**config.mk**
```make
export PLATFORM = sky130hd
export DESIGN_NAME = wb_trig_master_flat
export DESIGN_NICKNAME = d
export VERILOG_FILES = /design/src/rtl/wb_trig_master_if.sv /design/src/rtl/wb_trig_master.sv /design/src/flat_wrapper.sv
export SDC_FILE = /design/constraint.sdc
export NUM_CORES = 1
export LEC_CHECK = 0
export ABC_CLOCK_PERIOD_IN_PS = 4050
export BUFFER_PORTS_ARGS = -buffer_cell sky130_fd_sc_hd__buf_2
export CORE_MARGIN = 5
export CORE_UTILIZATION = 47
export DETAILED_ROUTE_END_ITERATION = 6
export GPL_ROUTABILITY_DRIVEN = 0
export PLACE_DENSITY = 0.8
export SETUP_SLACK_MARGIN = 0.15
export SYNTH_ARGS = -nofsm -noshare
export SYNTH_HDL_FRONTEND = slang
export SYNTH_SLANG_ARGS = --single-unit
```
**constraint.sdc**
```tcl
create_clock -name clk -period 4.05 [get_ports clk]
set_input_delay 0.2025 -clock clk [delete_from_list [all_inputs] [get_ports clk]]
set_output_delay 0.2025 -clock clk [all_outputs]
set_load 0.02 [all_outputs]
```
**src/rtl/wb_trig_master_if.sv**
```systemverilog
// Bundle of the command/response streams and the Wishbone classic bus seen by wb_trig_master.
interface wb_trig_master_if;
  logic        cmd_valid;
  logic        cmd_ready;
  logic        cmd_we;
  logic [31:0] cmd_adr;
  logic [3:0]  cmd_sel;
  logic [31:0] cmd_dat;
  logic        rsp_valid;
  logic        rsp_ready;
  logic [31:0] rsp_dat;
  logic        rsp_err;
  logic        wb_cyc_o;
  logic        wb_stb_o;
  logic        wb_we_o;
  logic [31:0] wb_adr_o;
  logic [3:0]  wb_sel_o;
  logic [31:0] wb_dat_o;
  logic [31:0] wb_dat_i;
  logic        wb_ack_i;

  modport master (
    input  cmd_valid, cmd_we, cmd_adr, cmd_sel, cmd_dat, rsp_ready, wb_dat_i, wb_ack_i,
    output cmd_ready, rsp_valid, rsp_dat, rsp_err,
    output wb_cyc_o, wb_stb_o, wb_we_o, wb_adr_o, wb_sel_o, wb_dat_o
  );

  modport slave (
    output cmd_valid, cmd_we, cmd_adr, cmd_sel, cmd_dat, rsp_ready, wb_dat_i, wb_ack_i,
    input  cmd_ready, rsp_valid, rsp_dat, rsp_err,
    input  wb_cyc_o, wb_stb_o, wb_we_o, wb_adr_o, wb_sel_o, wb_dat_o
  );
endinterface

```
**src/rtl/wb_trig_master.sv**
```systemverilog
// Single-outstanding Wishbone classic initiator: command stream in, one bus cycle,
// response stream out, with a watchdog that ends cycles a dead responder never acks.
module wb_trig_master #(
  parameter int TIMEOUT = 256
) (
  input logic             clk,
  input logic             reset,
  wb_trig_master_if.master bus
);
  localparam int CNT_W = $clog2(TIMEOUT) + 1;
  localparam int LAST  = (TIMEOUT == 0) ? 0 : TIMEOUT - 1;
  localparam logic [CNT_W-1:0] CNT_LAST = CNT_W'(LAST);

  typedef enum logic [1:0] {IDLE, BUS, RSP} state_t;

  state_t           state, state_n;
  logic [CNT_W-1:0] cnt, cnt_n;
  logic             cmd_ready;
  logic             cyc, cyc_n;
  logic             we, we_n;
  logic [31:0]      adr, adr_n;
  logic [3:0]       sel, sel_n;
  logic [31:0]      dat, dat_n;
  logic             rsp_valid, rsp_valid_n;
  logic             rsp_err, rsp_err_n;
  logic [31:0]      rsp_dat, rsp_dat_n;
  logic             expire;

  // Watchdog fires on the edge that ends the TIMEOUT-th strobe cycle.
  assign expire = (TIMEOUT != 0) && (cnt == CNT_LAST);

  always_comb begin
    state_n     = state;
    cnt_n       = cnt;
    cyc_n       = cyc;
    we_n        = we;
    adr_n       = adr;
    sel_n       = sel;
    dat_n       = dat;
    rsp_valid_n = rsp_valid;
    rsp_err_n   = rsp_err;
    rsp_dat_n   = rsp_dat;
    case (state)
      IDLE: begin
        if (bus.cmd_valid) begin
          state_n = BUS;
          cyc_n   = 1'b1;
          we_n    = bus.cmd_we;
          adr_n   = bus.cmd_adr;
          sel_n   = bus.cmd_sel;
          dat_n   = bus.cmd_dat;
          cnt_n   = '0;
        end
      end
      BUS: begin
        if (bus.wb_ack_i) begin
          state_n     = RSP;
          cyc_n       = 1'b0;
          rsp_valid_n = 1'b1;
          rsp_err_n   = 1'b0;
          rsp_dat_n   = we ? 32'h0 : bus.wb_dat_i;
        end else if (expire) begin
          state_n     = RSP;
          cyc_n       = 1'b0;
          rsp_valid_n = 1'b1;
          rsp_err_n   = 1'b1;
          rsp_dat_n   = 32'h0;
        end else if (cnt != {CNT_W{1'b1}}) begin
          cnt_n = cnt + 1'b1;
        end
      end
      RSP: begin
        if (bus.rsp_ready) begin
          state_n     = IDLE;
          rsp_valid_n = 1'b0;
        end
      end
      default: state_n = IDLE;
    endcase
  end

  always_ff @(posedge clk or posedge reset) begin
    if (reset) begin
      state     <= IDLE;
      cnt       <= '0;
      cmd_ready <= 1'b1;
      cyc       <= 1'b0;
      we        <= 1'b0;
      adr       <= '0;
      sel       <= '0;
      dat       <= '0;
      rsp_valid <= 1'b0;
      rsp_err   <= 1'b0;
      rsp_dat   <= '0;
    end else begin
      state     <= state_n;
      cnt       <= cnt_n;
      cmd_ready <= (state_n == IDLE);
      cyc       <= cyc_n;
      we        <= we_n;
      adr       <= adr_n;
      sel       <= sel_n;
      dat       <= dat_n;
      rsp_valid <= rsp_valid_n;
      rsp_err   <= rsp_err_n;
      rsp_dat   <= rsp_dat_n;
    end
  end

  assign bus.cmd_ready = cmd_ready;
  assign bus.rsp_valid = rsp_valid;
  assign bus.rsp_err   = rsp_err;
  assign bus.rsp_dat   = rsp_dat;
  assign bus.wb_cyc_o  = cyc;
  assign bus.wb_stb_o  = cyc;
  assign bus.wb_we_o   = we;
  assign bus.wb_adr_o  = adr;
  assign bus.wb_sel_o  = sel;
  assign bus.wb_dat_o  = dat;
endmodule
```
**src/flat_wrapper.sv**
```systemverilog
// flat-port wrapper written by rule: the top's interface ports become plain ports
module wb_trig_master_flat 
#(
  parameter int TIMEOUT = 256
)
  (clk, reset, bus_cmd_valid, bus_cmd_we, bus_cmd_adr, bus_cmd_sel, bus_cmd_dat, bus_rsp_ready, bus_wb_dat_i, bus_wb_ack_i, bus_cmd_ready, bus_rsp_valid, bus_rsp_dat, bus_rsp_err, bus_wb_cyc_o, bus_wb_stb_o, bus_wb_we_o, bus_wb_adr_o, bus_wb_sel_o, bus_wb_dat_o);
  wb_trig_master_if bus_i ();
  input logic clk;
  input logic reset;
  input wire logic [$bits(bus_i.cmd_valid)-1:0] bus_cmd_valid;
  input wire logic [$bits(bus_i.cmd_we)-1:0] bus_cmd_we;
  input wire logic [$bits(bus_i.cmd_adr)-1:0] bus_cmd_adr;
  input wire logic [$bits(bus_i.cmd_sel)-1:0] bus_cmd_sel;
  input wire logic [$bits(bus_i.cmd_dat)-1:0] bus_cmd_dat;
  input wire logic [$bits(bus_i.rsp_ready)-1:0] bus_rsp_ready;
  input wire logic [$bits(bus_i.wb_dat_i)-1:0] bus_wb_dat_i;
  input wire logic [$bits(bus_i.wb_ack_i)-1:0] bus_wb_ack_i;
  output wire logic [$bits(bus_i.cmd_ready)-1:0] bus_cmd_ready;
  output wire logic [$bits(bus_i.rsp_valid)-1:0] bus_rsp_valid;
  output wire logic [$bits(bus_i.rsp_dat)-1:0] bus_rsp_dat;
  output wire logic [$bits(bus_i.rsp_err)-1:0] bus_rsp_err;
  output wire logic [$bits(bus_i.wb_cyc_o)-1:0] bus_wb_cyc_o;
  output wire logic [$bits(bus_i.wb_stb_o)-1:0] bus_wb_stb_o;
  output wire logic [$bits(bus_i.wb_we_o)-1:0] bus_wb_we_o;
  output wire logic [$bits(bus_i.wb_adr_o)-1:0] bus_wb_adr_o;
  output wire logic [$bits(bus_i.wb_sel_o)-1:0] bus_wb_sel_o;
  output wire logic [$bits(bus_i.wb_dat_o)-1:0] bus_wb_dat_o;
  assign bus_i.cmd_valid = bus_cmd_valid;
  assign bus_i.cmd_we = bus_cmd_we;
  assign bus_i.cmd_adr = bus_cmd_adr;
  assign bus_i.cmd_sel = bus_cmd_sel;
  assign bus_i.cmd_dat = bus_cmd_dat;
  assign bus_i.rsp_ready = bus_rsp_ready;
  assign bus_i.wb_dat_i = bus_wb_dat_i;
  assign bus_i.wb_ack_i = bus_wb_ack_i;
  assign bus_cmd_ready = bus_i.cmd_ready;
  assign bus_rsp_valid = bus_i.rsp_valid;
  assign bus_rsp_dat = bus_i.rsp_dat;
  assign bus_rsp_err = bus_i.rsp_err;
  assign bus_wb_cyc_o = bus_i.wb_cyc_o;
  assign bus_wb_stb_o = bus_i.wb_stb_o;
  assign bus_wb_we_o = bus_i.wb_we_o;
  assign bus_wb_adr_o = bus_i.wb_adr_o;
  assign bus_wb_sel_o = bus_i.wb_sel_o;
  assign bus_wb_dat_o = bus_i.wb_dat_o;
  wb_trig_master #(.TIMEOUT(TIMEOUT)) u_core (.clk(clk), .reset(reset), .bus(bus_i));
endmodule
```
Word level (Yosys, flattened, before mapping). Index checks and enable logic that the tools add are counted. Widths: inputs -> output; s select.

Add/subtract/negate cells: 1. Eq/ne operators: 10. Mux-type cells: 22. Reductions and logical operators: 10.

Operator list (number): $mux 32 (3); $mux 9 (4); $pmux 9 s2 (1); $add 9x1->9 const B (1); $eq 9x8->1 const B (1); $ne 9x9->1 const B (1); $mux 2 (4); $ne 2x2->1 const B (4); $mux 1 (7); $pmux 2 s3 (1); $reduce_and 3->1 (2); $reduce_bool 2->1 (3); $reduce_and 5->1 (1); $logic_not 2->1 (2); $pmux 1 s2 (2); $reduce_and 2->1 (2); $ne 3x2->1 const B (1); $eq 2x1->1 const B (1); $eq 2x2->1 const B (1); $ne 2x1->1 const B (1).

Bits in registers: 116. Input bits: 106. Logic and storage cells: 54.

Logic depth before layout (Yosys ltp). Gate-level depths: netlist of the first run.

Depth in word-level cells: 5. Mapped depth: 8. Depth with buffers taken out: 7.

Worst setup path before layout of the first run. No wires, ideal clock.

Path type: register to register. From: register u_core.cnt[0]. To: register u_core.cnt[8]. Data arrival time: 2.201 ns. Required time: 3.976 ns. Path slack: 1.775 ns. Stages on the path, launching flop included: 9. Path buffers: 1. Path through: dfrtp_1 -> ha_1 -> nand3_1 -> nor3_1 -> ha_1 -> or4b_4 -> buf_6 -> or4b_4 -> o21ai_2.

Longest elaborated chain between the ends: 5. Elaborated cells between the ends (all ways): 10. Classes of those cells: add/sub: 1; eq/ne: 4; mux: 4; reduce/logical: 1.

RTL lines: start, declared (line wb_trig_master.sv:17) `logic [CNT_W-1:0] cnt, cnt_n;`; start signal, assigned (line wb_trig_master.sv:97) `cnt <= cnt_n;`; $add 9x1->9 (line wb_trig_master.sv:69) `cnt_n = cnt + 1'b1;`; $mux 9 (line wb_trig_master.sv:68) `end else if (cnt != {CNT_W{1'b1}}) begin`; $mux 9 (line wb_trig_master.sv:62) `end else if (expire) begin`; $mux 9 (line wb_trig_master.sv:56) `if (bus.wb_ack_i) begin`; $pmux 9 s2 (line wb_trig_master.sv:43) `case (state)`.

Several ways; a longest one is shown, not always the timed one. The select of a mux whose other input is x is not followed. A chain may end at the register's enable or synchronous reset.

Worst setup path after layout of the first run.
From: register u_core.cnt[0]. To: register u_core.rsp_dat[22] (netlist: u_core.bus.rsp_dat[22]).

Longest elaborated chain between the ends: 3.

RTL lines: $eq 9x8->1 (line wb_trig_master.sv:30) `assign expire = (TIMEOUT != 0) && (cnt == CNT_LAST);`; $reduce_bool 2->1 (no source line); $reduce_and 2->1 (no source line); end signal, assigned (line wb_trig_master.sv:106) `rsp_dat <= rsp_dat_n;`; end, declared (line wb_trig_master.sv:26) `logic [31:0] rsp_dat, rsp_dat_n;`.

Every way passes these cells.

==> results of run 1 <==
how the worst max path moves through the flow:
| stage | from | to | slack [ns] |
|---|---|---|---|
| 5_1_grt | u_core.cnt[0] | u_core.bus.rsp_dat[22] | 1.27 |
| 4_1_cts | u_core.cnt[0] | u_core.bus.rsp_dat[20] | 1.51 |
| 3_5_place_dp | u_core.cnt[0] | u_core.bus.rsp_dat[20] | 1.52 |
| 2_1_floorplan | reset | u_core.bus.rsp_dat[0] | 0.78 |
| 3_3_place_gp | u_core.cnt[0] | u_core.bus.rsp_dat[13] | 1.69 |
| 6_report | u_core.cnt[0] | u_core.bus.rsp_dat[22] | 1.47 |
layer usage:
layer	GRT usage	up-vias	routed length, um
li1	-	1865	-
met1	0.2394	1983	4991
met2	0.4239	166	7560
met3	0.08843	47	952
met4	0.1207	0	622
met5	0	-	0
cell type report:
class | count | area (um^2) | area share
clock inverter | 12 | 155.1 | 0.02045
timing repair buffer | 318 | 2135 | 0.2813
tap | 133 | 166.4 | 0.02193
clock buffer | 20 | 445.4 | 0.05870
sequential | 116 | 2904 | 0.3827
antenna | 1 | 2.502 | 0.0003298
multi-input combinational | 191 | 1635 | 0.2155
inverter | 38 | 145.1 | 0.01913
synthesized netlist by cell type, drive strengths merged:
| cell | number | area [um^2] |
|---|---|---|
| a2111o | 1 | 11.26 |
| a2111oi | 1 | 15.01 |
| a211oi | 1 | 7.510 |
| a21boi | 2 | 15.01 |
| a21o | 1 | 7.510 |
| a21oi | 6 | 33.78 |
| a2bb2oi | 3 | 26.28 |
| buf | 12 | 68.82 |
| clkbuf | 9 | 33.78 |
| dfrtp | 115 | 2878 |
| dfstp | 1 | 26.28 |
| ha | 3 | 37.54 |
| inv | 38 | 142.6 |
| mux2 | 69 | 777.0 |
| mux2i | 35 | 350.3 |
| nand2 | 38 | 142.6 |
| nand2b | 3 | 18.77 |
| nand3 | 1 | 5.000 |
| nand4b | 1 | 8.760 |
| nor2b | 2 | 12.51 |
| nor3 | 3 | 15.01 |
| nor3b | 1 | 7.510 |
| nor4 | 1 | 6.260 |
| o21a | 1 | 7.510 |
| o21ai | 11 | 58.81 |
| o31ai | 1 | 7.510 |
| or2 | 2 | 12.51 |
| or3 | 1 | 6.260 |
| or3b | 1 | 8.760 |
| or4b | 2 | 27.53 |
state kept, by name (all words and copies together) (netlist names):
register / count
u_core.bus.cmd_ready: 1
u_core.bus.rsp_dat: 32
u_core.bus.rsp_err: 1
u_core.bus.rsp_valid: 1
u_core.bus.wb_adr_o: 32
u_core.bus.wb_cyc_o: 1
u_core.bus.wb_dat_o: 32
u_core.bus.wb_sel_o: 4
u_core.bus.wb_we_o: 1
u_core.cnt: 9
u_core.state: 2
logic make-up (layout without fill, tap and decap cells):
kind of cell / Yosys count / after routing / share of synthesized area
DFF: 116 / 116 / 0.6081
muxes: 104 / 104 / 0.2360
buffers and inverters: 59 / 388 / 0.05135
and+or+nand+nor: 56 / 56 / 0.05685
AOI/OAI and AO/OA: 28 / 28 / 0.03982
adders and majority gates: 3 / 3 / 0.007860
other: 0 / 1 / 0
timing repair:
item	in CTS	in global routing
setup buffers	0	0
resized for setup	0	0
hold buffers	105	0
hold endpoints to repair	105	0
where the power goes:
group / switching, mW / internal, mW
registers: 0.299 / 1.66
clock network: 0.537 / 0.968
logic: 1.30 / 0.907
total: 2.14 / 3.54
worst max-delay path, cell delays in order, from the launching register on:
cell and delay, ns:
dfrtp_1 0.39, ha_1 0.18, nand3_1 0.15, nor3_1 0.29, ha_1 0.29, o21a_2 0.81
mux2i_1 0.35
==> results.yml, run 1 <==
synthesis:
  synth_warnings: 0
  synth_area_um2: 4776
  synth_nets: 475
  syn_inst: 366
  avgSynthCellArea_um2: 13.05
  ys_seq_elements: 116
  ys_seq_area_frac: 0.6081
  ys_types: 36
power:
  p_per_area_nw_per_um2: 747.4
  ir_drop_mv: 0.5380
  power.leakage_nw: 3.626
  p_total_mw: 5.672
routing:
  avgViaCountPerCell: 4.899
  wl_per_cell_um: 17.04
  drtIter0Drc: 216
  via_count: 4061
  routed_wl_mm: 14.13
  ant_nets: 0
  drc: 0
  dr.pass1.iters: 4
global_route:
  track_usage: 0.2368
  overflow: 0
  grt_max_degree: 91
  antenna_found_initial: 1
  grt_pass1_wl_mm: 23.25
  grt_pass1_vias: 4653
min_path:
  worstHoldPathType: "input port to async pin"
critical_path:
  rr_startpoint: "u_core.cnt[0]"
  r2r_cells: 6
  critPathLaunchType: "flop"
  cp-end-kind: "flop"
  required_ns: 4.46
  reg2reg_slack_ns: 1.47
  path_max_fanout: 32
  critPathArrivalTime_ns: 2.99
  rr_endpoint: "u_core.bus.rsp_dat[22]"
  path_class: "flop to flop"
floorplanning:
  io_pins: 212
  die_y_um: 110.8
  row_count: 36
  die_area_um2: 12280
  core_um2: 9864
  start_util: 0.4841
  die_x_um: 110.8
job:
  drv_cap: 0
clocking:
  clockBufferDepth: 2
  clock_sinks: 116
  htree_levels: 4
  cts_tree: "yes"
  cts_root_buffer: "clkbuf_8"
  insertion_delay_ns: 0.51
  path_clk_slew_ns: 0.06
  numCtsBuffers: 17
place:
  port_buffers: 211
  dp.cells: 691
  postPlaceCellArea_um2: 5934
  dp_slack_ns: 1.524
  hpwl_mm: 8.262
sta:
  maxSlewViolCount: 0
  holdWs_ns: -0.02155
  timing.slew.headroom: 0.1596
  setup_viol: 0
  rsz0062_at_grt: "false"
  min_period_ns: 2.584
  fin_ws_ns: 1.466
  finalHoldViolCount: 52
  fin_tns_setup_ns: 0
  worst_pin_slew_ns: 1.255
  skew_ns: 0.008893
  max_freq_mhz: 386.9
  final.period_utilization: 0.6381
final_layout:
  stdcell_area_um2: 7589
  final_cell_mix: "211 x buf_2, 115 x dfrtp_1, 105 x dlygate4sd3_1, 41 x mux2_2, 38 x nand2_1"
  fillCellCount: 603
  num-nets-final: 791
  final_cells: 829
  mostFrequentLayoutCell: "buf_2"
  post-route-util: 0.7693
  synthToLayoutAreaGrowth_pct: 58.89
  drive_above_1_share: 0.4259
run_status:
  status: "complete, but fails checks"
  violations: "hold timing"
No activity file was read; power rests on OpenSTA's default activity.
==> run 2: changes to the inputs <==
--- a/config.mk
+++ b/config.mk
@@ -5,13 +5,13 @@
 export SDC_FILE = /design/constraint.sdc
 export NUM_CORES = 1
 export LEC_CHECK = 0
-export ABC_CLOCK_PERIOD_IN_PS = 4050
+export ABC_CLOCK_PERIOD_IN_PS = 2360
 export BUFFER_PORTS_ARGS = -buffer_cell sky130_fd_sc_hd__buf_2
 export CORE_MARGIN = 5
-export CORE_UTILIZATION = 47
+export CORE_UTILIZATION = 43
 export DETAILED_ROUTE_END_ITERATION = 6
 export GPL_ROUTABILITY_DRIVEN = 0
-export PLACE_DENSITY = 0.8
+export PLACE_DENSITY = 0.77
 export SETUP_SLACK_MARGIN = 0.15
 export SYNTH_ARGS = -nofsm -noshare
 export SYNTH_HDL_FRONTEND = slang
==> constraint.sdc (replaced) <==
create_clock -name clk -period 2.36 [get_ports clk]
set_input_delay 0.118 -clock clk [delete_from_list [all_inputs] [get_ports clk]]
set_output_delay 0.118 -clock clk [all_outputs]
set_load 0.02 [all_outputs]
==> run 2 against run 1 <==
  * The run now ends clean
  * Power is 75% higher
  * Cell count grew 2.2%
  * Global-route usage shrank 2.3 points
  * Via count down 0.86%
  * Cell area up 2.4%
  * Worst setup slack got worse by 1.2 ns
  * Sequential cell count is the same
  * Register-to-register slack worse by 1.2 ns
  * Combinational power up 77%
==> results.yml, run 2 (synthesis results as in run 1) <==
run_status:
  status: "finished clean"
final_layout:
  final_cell_mix: "211 x buf_2, 115 x dfrtp_1, 106 x dlygate4sd3_1, 41 x mux2_2, 38 x nand2_1"
  num-nets-final: 803
  synthToLayoutAreaGrowth_pct: 62.69
  fillCellCount: 736
  antenna_cells: 0
  mostFrequentLayoutCell: "buf_2"
  drive_above_1_share: 0.4399
global_route:
  antenna_found_initial: 0
  use_met2: 0.3966
  use_met1: 0.2237
  grt-busiest-layer: "met2"
  use_met3: 0.07053
  grt_max_degree: 74
  grt_pass1_vias: 4577
  overflow: 0
  track_usage: 0.2138
  grt_pass1_wl_mm: 22.21
routing:
  routed_wl_mm: 13.72
  dr.pass1.iters: 4
  avgViaCountPerCell: 4.753
  via_count: 4026
  drc: 0
  ant_nets: 0
  wl_per_cell_um: 16.19
  drtIter0Drc: 181
sta:
  rsz0062_at_grt: "true"
  min_period_ns: 2.144
  timing.slew.headroom: 0.5395
  holdWs_ns: 0.3037
  skew_ns: 0.005131
  fin_tns_setup_ns: 0
  setup_viol: 0
  final.period_utilization: 0.9084
  maxSlewViolCount: 0
  worst_pin_slew_ns: 0.6893
  max_freq_mhz: 466.5
  finalHoldViolCount: 0
floorplanning:
  die_area_um2: 13310
  row_count: 38
  die_x_um: 115.4
  start_util: 0.4406
  io_pins: 212
  die_y_um: 115.4
  core_um2: 10840
clocking:
  clock_sinks: 116
  cts_root_buffer: "clkbuf_8"
  insertion_delay_ns: 0.50
  htree_levels: 4
  path_clk_slew_ns: 0.06
  numCtsBuffers: 17
  cts_tree: "yes"
  clockBufferDepth: 2
power:
  seq_power_share: 0.337
  clkPwrFrac: 0.267
  power_switching_share: 0.3659
  switchingPower_mw: 3.623
  p_per_area_nw_per_um2: 1274
  internal_power_mw: 6.277
  power.leakage_nw: 3.704
  p_comb_frac: 0.396
  ir_drop_mv: 0.9045
critical_path:
  critPathLaunchType: "flop"
  required_ns: 2.78
  critPathArrivalTime_ns: 2.56
  path_class: "flop to flop"
  path_max_fanout: 6
  cp-end-kind: "flop"
min_path:
  worstHoldPathType: "input port to async pin"
place:
  hpwl_mm: 8.488
  port_buffers: 211
job:
  drv_cap: 0
-- run 2: power groups by stage --
stage                     logic, mW  registers (mW)  clock network [mW]
after detailed placement       3.69            3.34                   0
after floorplan                1.39            4.30                   0
after global routing           4.21            3.44                2.80
after global placement         3.60            3.27                   0
final                          3.92            3.34                2.64
after CTS                      3.91            3.31                2.69
-- run 2: worst max-delay path, stage by stage (launching register included) --
cell	delay [ns]
dfrtp_1	0.38
ha_2	0.20
nand3_2	0.09
nor3_2	0.06
ha_1	0.18
or4b_4	0.59
buf_4	0.17
or3_1	0.30
o21ai_1	0.08
-- run 2: cell type report --
class,instances,area [um^2],area share
clock inverter,9,150.1,0.01932
timing repair buffer,330,2256,0.2903
tap,140,175.2,0.02254
multi-input combinational,191,1672,0.2151
clock buffer,23,466.7,0.06006
inverter,38,146.4,0.01884
sequential,116,2904,0.3738
-- run 2: metal layers --
| metal | routed length [um] | vias to the layer above |
|---|---|---|
| met5 | 0 | - |
| met4 | 335 | 0 |
| met3 | 946 | 28 |
| met2 | 7640 | 148 |
| met1 | 4795 | 1959 |
| li1 | - | 1891 |
-- run 2: path summary, 6_finish.rpt --
path | start | end | slack [ns] | cells after the start
worst min-delay path | reset | u_core.bus.wb_sel_o[0] | 0.30 | 3
max in group asynchronous | reset | u_core.bus.cmd_ready | 1.28 | 4
worst min register to register | u_core.bus.wb_adr_o[11] | u_core.bus.wb_adr_o[11] | 0.48 | 1
worst max register to register | u_core.cnt[0] | u_core.cnt[0] | 0.22 | 8
min in group clk | bus_cmd_adr[31] | u_core.bus.wb_adr_o[31] | 0.36 | 3
worst max-delay path | u_core.cnt[0] | u_core.cnt[0] | 0.22 | 8
-- run 2: metrics by stage --
step                      utilization  instances  setup slack, ns  instance area [um^2]  power (mW)
after floorplan                     -        366           0.1502                  4787       5.694
after global placement         0.5541        702          0.09137                  6007       6.861
after detailed placement       0.5541        702          0.02225                  6007       7.030
after CTS                      0.7150        846           0.1505                  7751       9.911
after global routing           0.7168        847           0.1167                  7770       10.45
final                          0.7168        847           0.2162                  7770       9.900
-- run 2: what timing repair did --
action / in CTS / in global routing
setup endpoints to repair: 5 / 9
gates cloned: 0 / 0
pin swaps: 3 / 2
resized for setup: 5 / 3
endpoints found under the hold margin: 134 / 0
hold buffers: 106 / 0
setup buffers: 6 / 1
